`config.mk`:
```
export PLATFORM = sky130hd
export DESIGN_NAME = tbu_ctrl
export DESIGN_NICKNAME = d
export VERILOG_FILES = /design/src/rtl/tbu_ctrl_pkg.sv /design/src/rtl/tbu_lifo.sv /design/src/rtl/tbu_ctrl.sv
export SDC_FILE = /design/constraint.sdc
export NUM_CORES = 1
export LEC_CHECK = 0
export ABC_CLOCK_PERIOD_IN_PS = 4600
export CORE_MARGIN = 3
export CORE_UTILIZATION = 40
export CTS_BUF_LIST = sky130_fd_sc_hd__clkbuf_4 sky130_fd_sc_hd__clkbuf_8
export CTS_CLUSTER_SIZE = 24
export DETAILED_ROUTE_END_ITERATION = 10
export PLACE_DENSITY = 0.67
export SYNTH_ARGS = -nofsm -noshare
export SYNTH_HDL_FRONTEND = slang
export SYNTH_SLANG_ARGS = --single-unit
```
`constraint.sdc`:
```
create_clock -name clk -period 4.6 [get_ports clk]
set_input_delay 0.92 -clock clk [delete_from_list [all_inputs] [get_ports clk]]
set_output_delay 0.92 -clock clk [all_outputs]
set_load 0.01 [all_outputs]
```
`src/rtl/tbu_ctrl_pkg.sv`:
```
// Shared trellis constants, FSM encoding and the traceback step for the
// Viterbi traceback controller (tbu_ctrl).
package tbu_ctrl_pkg;

   localparam int N_STATES = 64;
   localparam int STATE_W  = 6;

   typedef enum logic [1:0] {
      ST_IDLE   = 2'd0,
      ST_TRACE  = 2'd1,
      ST_OUTPUT = 2'd2
   } fsm_t;

   // One traceback step: shift the survivor bit of the current state in at the LSB
   function automatic logic [STATE_W-1:0] trace_step(input logic [STATE_W-1:0]  st,
                                                      input logic [N_STATES-1:0] surv);
      return {st[STATE_W-2:0], surv[st]};
   endfunction

endpackage

```
`src/rtl/tbu_lifo.sv`:
```
// Bit-wide LIFO that reverses traceback order into forward time order.
// dout shows the top entry, and reads 0 when the LIFO is empty.
module tbu_lifo
   import tbu_ctrl_pkg::*;
#(
   parameter int DEPTH = 24
)(
   input  logic clk,
   input  logic rst_n,
   input  logic push,
   input  logic pop,
   input  logic din,
   output logic dout,
   output logic empty
);

   localparam int PW = $clog2(DEPTH + 1);
   localparam logic [PW-1:0] FULL = PW'(DEPTH);

   logic [PW-1:0] ptr;
   logic          mem [2**PW];

   assign empty = (ptr == '0);
   assign dout  = empty ? 1'b0 : mem[ptr - PW'(1)];

   // Stack pointer: the only control state, cleared by reset
   always_ff @(posedge clk or negedge rst_n) begin
      if (!rst_n) begin
         ptr <= '0;
      end else if (push && !pop && ptr != FULL) begin
         ptr <= ptr + PW'(1);
      end else if (pop && !push && !empty) begin
         ptr <= ptr - PW'(1);
      end
   end

   // Storage: data only, no reset needed
   always_ff @(posedge clk) begin
      if (push && ptr != FULL) begin
         mem[ptr] <= din;
      end
   end

endmodule

```
`src/rtl/tbu_ctrl.sv`:
```
// Viterbi traceback controller: walks DEPTH survivor words backwards from
// the newest write pointer, keeps the last DECODE_LEN decisions and emits
// them in forward time order over a valid/ready handshake.
// Build option: define TBU_BEST_STATE_EN to start the traceback from
// di_best_state; otherwise the traceback always starts in state 0.
module tbu_ctrl
   import tbu_ctrl_pkg::*;
#(
   parameter int DEPTH      = 48,
   parameter int DECODE_LEN = 24,
   parameter int ADDR_W     = 6
)(
   input  logic                clk,
   input  logic                rst_n,
   input  logic                di_start,
   input  logic [ADDR_W-1:0]   di_wr_ptr,
   input  logic [STATE_W-1:0]  di_best_state,
   output logic                do_busy,
   output logic                do_ram_rd,
   output logic [ADDR_W-1:0]   do_ram_addr,
   input  logic [N_STATES-1:0] di_ram_data,
   output logic                do_valid,
   output logic                do_bit,
   output logic                do_last,
   input  logic                di_ready
);

   localparam int CNT_W = $clog2(DEPTH + 1);
   localparam logic [CNT_W-1:0] LAST_RD   = CNT_W'(DEPTH - 1);
   localparam logic [CNT_W-1:0] TRACE_END = CNT_W'(DEPTH);
   localparam logic [CNT_W-1:0] SKIP      = CNT_W'(DEPTH - DECODE_LEN);
   localparam logic [CNT_W-1:0] LAST_OUT  = CNT_W'(DECODE_LEN - 2);

   if (DECODE_LEN > DEPTH) begin : g_chk_len
      $error("tbu_ctrl: DECODE_LEN must not exceed DEPTH");
   end
   if (DEPTH > 2**ADDR_W) begin : g_chk_depth
      $error("tbu_ctrl: DEPTH must not exceed the survivor RAM size");
   end
   if (DECODE_LEN < 1) begin : g_chk_min
      $error("tbu_ctrl: DECODE_LEN must be at least 1");
   end

   fsm_t               fsm;
   logic [CNT_W-1:0]   cnt;
   logic               vld_p1;
   logic [STATE_W-1:0] tb_state_p1;
   logic [STATE_W-1:0] start_state;
   logic               lifo_push;
   logic               lifo_pop;
   logic               lifo_dout;
   logic               lifo_empty;

`ifdef TBU_BEST_STATE_EN
   assign start_state = di_best_state;
`else
   logic unused_best_state;
   assign unused_best_state = ^di_best_state;
   assign start_state       = '0;
`endif

   // Only the last DECODE_LEN decisions are kept; earlier steps just converge
   assign lifo_push = vld_p1 && (cnt > SKIP);
   assign lifo_pop  = (fsm == ST_OUTPUT) && do_valid && di_ready;
   assign do_bit    = do_valid & ~lifo_empty & lifo_dout;

   tbu_lifo #(
      .DEPTH (DECODE_LEN)
   ) u_lifo (
      .clk   (clk),
      .rst_n (rst_n),
      .push  (lifo_push),
      .pop   (lifo_pop),
      .din   (tb_state_p1[STATE_W-1]),
      .dout  (lifo_dout),
      .empty (lifo_empty)
   );

   // Control FSM: read issue (p0) and read-return tracking (p1), output handshake
   always_ff @(posedge clk or negedge rst_n) begin
      if (!rst_n) begin
         fsm         <= ST_IDLE;
         cnt         <= '0;
         vld_p1      <= 1'b0;
         do_busy     <= 1'b0;
         do_ram_rd   <= 1'b0;
         do_ram_addr <= '0;
         do_valid    <= 1'b0;
         do_last     <= 1'b0;
      end else begin
         case (fsm)
            ST_IDLE: begin
               if (di_start) begin
                  fsm         <= ST_TRACE;
                  cnt         <= '0;
                  do_busy     <= 1'b1;
                  do_ram_rd   <= 1'b1;
                  do_ram_addr <= di_wr_ptr;
               end
            end
            ST_TRACE: begin
               cnt    <= cnt + 1'b1;
               vld_p1 <= do_ram_rd;
               if (do_ram_rd) begin
                  if (cnt == LAST_RD) begin
                     do_ram_rd <= 1'b0;
                  end else begin
                     do_ram_addr <= do_ram_addr - 1'b1;
                  end
               end
               if (cnt == TRACE_END) begin
                  fsm      <= ST_OUTPUT;
                  cnt      <= '0;
                  do_valid <= 1'b1;
                  do_last  <= (DECODE_LEN == 1);
               end
            end
            ST_OUTPUT: begin
               if (do_valid && di_ready) begin
                  if (do_last) begin
                     fsm      <= ST_IDLE;
                     do_valid <= 1'b0;
                     do_last  <= 1'b0;
                     do_busy  <= 1'b0;
                  end else begin
                     cnt     <= cnt + 1'b1;
                     do_last <= (cnt == LAST_OUT);
                  end
               end
            end
            default: fsm <= ST_IDLE;
         endcase
      end
   end

   // p1: trellis state walks back one step per returned survivor word
   always_ff @(posedge clk) begin
      if (fsm == ST_IDLE && di_start) begin
         tb_state_p1 <= start_state;
      end else if (vld_p1) begin
         tb_state_p1 <= trace_step(tb_state_p1, di_ram_data);
      end
   end

endmodule

```
==> results.tsv <==
metric	value	unit
slowest cell on the critical path	ha_1	
initial detailed-routing violation count	108	
I/O pin cnt	91	
core area	9280	sq um
Worst-Skew Late Latency	0.35	ns
total power per unit cell area	530	nW/um^2
ANT nets after route	0	
flops & latches, synth	62	
Post-CTS Repair Setup Buffers	0	
Worst EP arrival	3.09	ns
Post-synth EDFFs	32	
port bufs	84	
Seq/Total Area, Yosys	44.0	%
Cell variety after synth	57	
vias per cell	5.45	
Final Skew	0.00842	ns
first-pass GRT wire length	14300	um
post-synthesis compound-gate area fraction	11.8	%
post-synthesis cell count	350	
Max Slew Vio Count	0	
endpoints failing hold	0	
final period utilization	87.1	%
hold_buf cts	0	
vias in the first global route	3061	
RSZ-0062 raised after global routing	false	
Design Area, Final	4920	sq um
Synth area leaders	edfxtp_1 25%, dfrtp_1 16%, mux4_2 12%	
Synth-to-Final Area Change	28.7	%
Synthesized Nets	443	
Max clock buf depth	2	
Most used DFF post-synth	edfxtp_1	
Critical Path RT	3.68	ns
crit path to	do_bit	
CP most frequent cell	mux4_2	
slew margin rel.	26.6	%
largest net degree at the start of global routing	36	
clock root cell	clkbuf_8	
GRT Total Usage	16.4	%
DP HPWL	6390	um
maxcap violations	0	
r2r setup slk	2.18	ns
FILL cells	849	
final setup TNS	0	ns
worst reg2reg endpoint	cnt[5]$_DFFE_PN0P_	
reg2reg start	fsm[0]$_DFFE_PN0P_	
routability cong.	0.804	
Vias	3059	
Worst setup SP type	flop	
top-area cell type share of the netlist area	25.1	%
row count	35	
Final nets	520	
CTS tree	yes	
Avg Cell Area, Syn	10.9	sq um
main combinational cell family by area after synthesis	multiplexers	
synth warn	0	
die area	10800	sq um
antenna diode count	0	
CP peak stage delay	0.59	ns
post-synthesis mux area share	18.1	%
Async S/R FF share, synth	38.7	%
Routed WL	8570	um
layout cells sized above 1	11.8	%
Simple-Gate Fraction of Synth Area	16.8	%
Detailed Routing Iterations Pass 1	4	
clock-pin slew on the worst setup and hold paths	0.06	ns
DIE WIDTH	104	um
# DRC	0	
fin crit period	4.01	ns
CP Launch Point	u_lifo.ptr[1]$_DFFE_PN0P_	
die height	104	um
Post-Syn Area	3820	sq um
post-CTS sizing	0	
CTS Buf Count	9	
status	completed	
CTS H-Tree Depth	3	
Leak	1.80	nW
post-placement cell area	4730	sq um
HP Class	reg -> reg	
CP max FO	11	
Worst Reg2Reg Path Length in Cells	7	
CP Capture Type	primary output	
worst path cell trace	inv_1 > ha_1 > mux4_2 > mux4_2 > mux2i_1 > nor2_1 > clkdlybuf4s50_1	
initial core utilization	41.2	%
Least-Margin Pin Slew	1.10	ns
Final setup viols	0	
Synth area leader	edfxtp_1	
post-synthesis adder-cell area fraction	4.26	%
FMAX	0.250	GHz
initial antenna violation count	0	
Crit Path Class	reg -> out	
gr ovfl total	0	
clock sinks	62	
DR WL/cell	15.3	um
xor-xnor portion of the synthesized cell area	1.15	%
Max IR drop VDD	169	uV
==> area by class of cell <==
type                       instances  area (sq um)  share of cell area [%]
multi-input combinational        256          1990                    40.5
timing repair buffer              85           848                    17.2
clock inverter                     1          5.00                   0.102
clock buffer                      15           181                    3.69
tap                              129           161                    3.28
sequential                        62          1680                    34.2
inverter                          13          48.8                   0.992
==> cell families (layout without fill, tap and decap cells) <==
| group | Yosys count | after routing |
|---|---|---|
| DFF | 62 | 62 |
| xor gates and xnor gates | 5 | 5 |
| muxes | 40 | 40 |
| AOI/OAI and AO/OA | 64 | 64 |
| and+or+nand+nor | 133 | 133 |
| other | 1 | 1 |
| buffers and inverters | 32 | 114 |
| adders and majority gates | 13 | 13 |
==> through the flow <==
step	std cells	hold WS (ns)	utilization (%)	power, W	worst slack [ns]
6_report	561	0.506	53.0	0.00261	0.593
5_1_grt	561	0.565	53.0	0.00281	0.451
4_1_cts	561	0.516	53.0	0.00263	0.593
3_5_place_dp	545	0.500	51.0	0.00218	0.983
3_3_place_gp	545	0.490	51.0	0.00215	0.967
2_1_floorplan	350	0.495	-	0.00183	1.37
==> cells in the mapped netlist (all sizes together) (4+ instances only) <==
cell type / count
dfrtp: 24
nand3: 12
ha: 13
nor3: 7
nor2b: 7
nor4: 4
xnor2: 4
mux4: 22
mux2: 8
dfxtp: 6
inv: 13
a21oi: 9
clkbuf: 12
o21ai: 18
nand2: 28
nor2: 48
edfxtp: 32
nand2b: 5
nand3b: 7
mux2i: 10
buf: 7
a21o: 4
o22ai: 9
==> sequential cells by signal, summed over array words and instances, names as in the netlist <==
name / count
cnt: 6
do_busy: 1
do_last: 1
do_ram_addr: 6
do_ram_rd: 1
do_valid: 1
fsm: 2
tb_state_p1: 6
u_lifo.mem: 32
u_lifo.ptr: 5
vld_p1: 1
==> layer usage <==
metal / global-route usage (%) / vias up / part of all wire [%]
met5: 0 / - / 0
met4: 6.46 / 0 / 1.5
met3: 4.36 / 7 / 6.3
met2: 26.6 / 97 / 48
met1: 20.9 / 1488 / 44
li1: - / 1467 / -
==> critical path, delay by kind of cell, from the launching register on <==
kind	cells	cell delay (ns)
AND/OR/NAND/NOR	1	0.07
adder cells (fa/ha/maj)	1	0.59
flip-flops	1	0.48
multiplexers	3	0.98
buffers and inverters	2	0.61
==> cells in the final DEF (no fill, tap or decap), drive strengths merged, types with 2 or more instances in the layout <==
master | synthesis | final
a211oi | 2 | 2
a21boi | 2 | 2
a21o | 4 | 4
a21oi | 9 | 9
a41oi | 3 | 3
and3 | 2 | 2
clkbuf | 12 | 15
clkdlybuf4s50 | 0 | 84
dfrtp | 24 | 24
dfxtp | 6 | 6
edfxtp | 32 | 32
ha | 13 | 13
inv | 13 | 13
mux2 | 8 | 8
mux2i | 10 | 10
mux4 | 22 | 22
nand2 | 28 | 28
nand2b | 5 | 5
nand3 | 12 | 12
nand3b | 7 | 7
nand4 | 2 | 2
nor2 | 48 | 48
nor2b | 7 | 7
nor3 | 7 | 7
nor3b | 2 | 2
nor4 | 4 | 4
o211ai | 3 | 3
o21ai | 18 | 18
o22ai | 9 | 9
or3 | 3 | 3
xnor2 | 4 | 4
==> power by group <==
group | switching [W] | internal, W | total, W
Combinational | 0.000561 | 0.000648 | 0.00121
Clock | 0.000198 | 0.000249 | 0.000447
Sequential | 0.000237 | 0.000713 | 0.000950
Total | 0.000997 | 0.00161 | 0.00261
==> how the worst min path moves through the flow <==
stage	startpoint	to	slack [ns]	depth (start not counted)
after floorplan	cnt[4]$_DFFE_PN0P_	cnt[4]$_DFFE_PN0P_	0.50	1
after global placement	do_busy$_DFFE_PN0P_	do_busy$_DFFE_PN0P_	0.49	2
after detailed placement	do_busy$_DFFE_PN0P_	do_busy$_DFFE_PN0P_	0.50	2
after CTS	do_busy$_DFFE_PN0P_	do_busy$_DFFE_PN0P_	0.52	2
after global routing	do_busy$_DFFE_PN0P_	do_busy$_DFFE_PN0P_	0.56	2
final	do_busy$_DFFE_PN0P_	do_busy$_DFFE_PN0P_	0.51	2
Power figures use the tool's default switching activity.
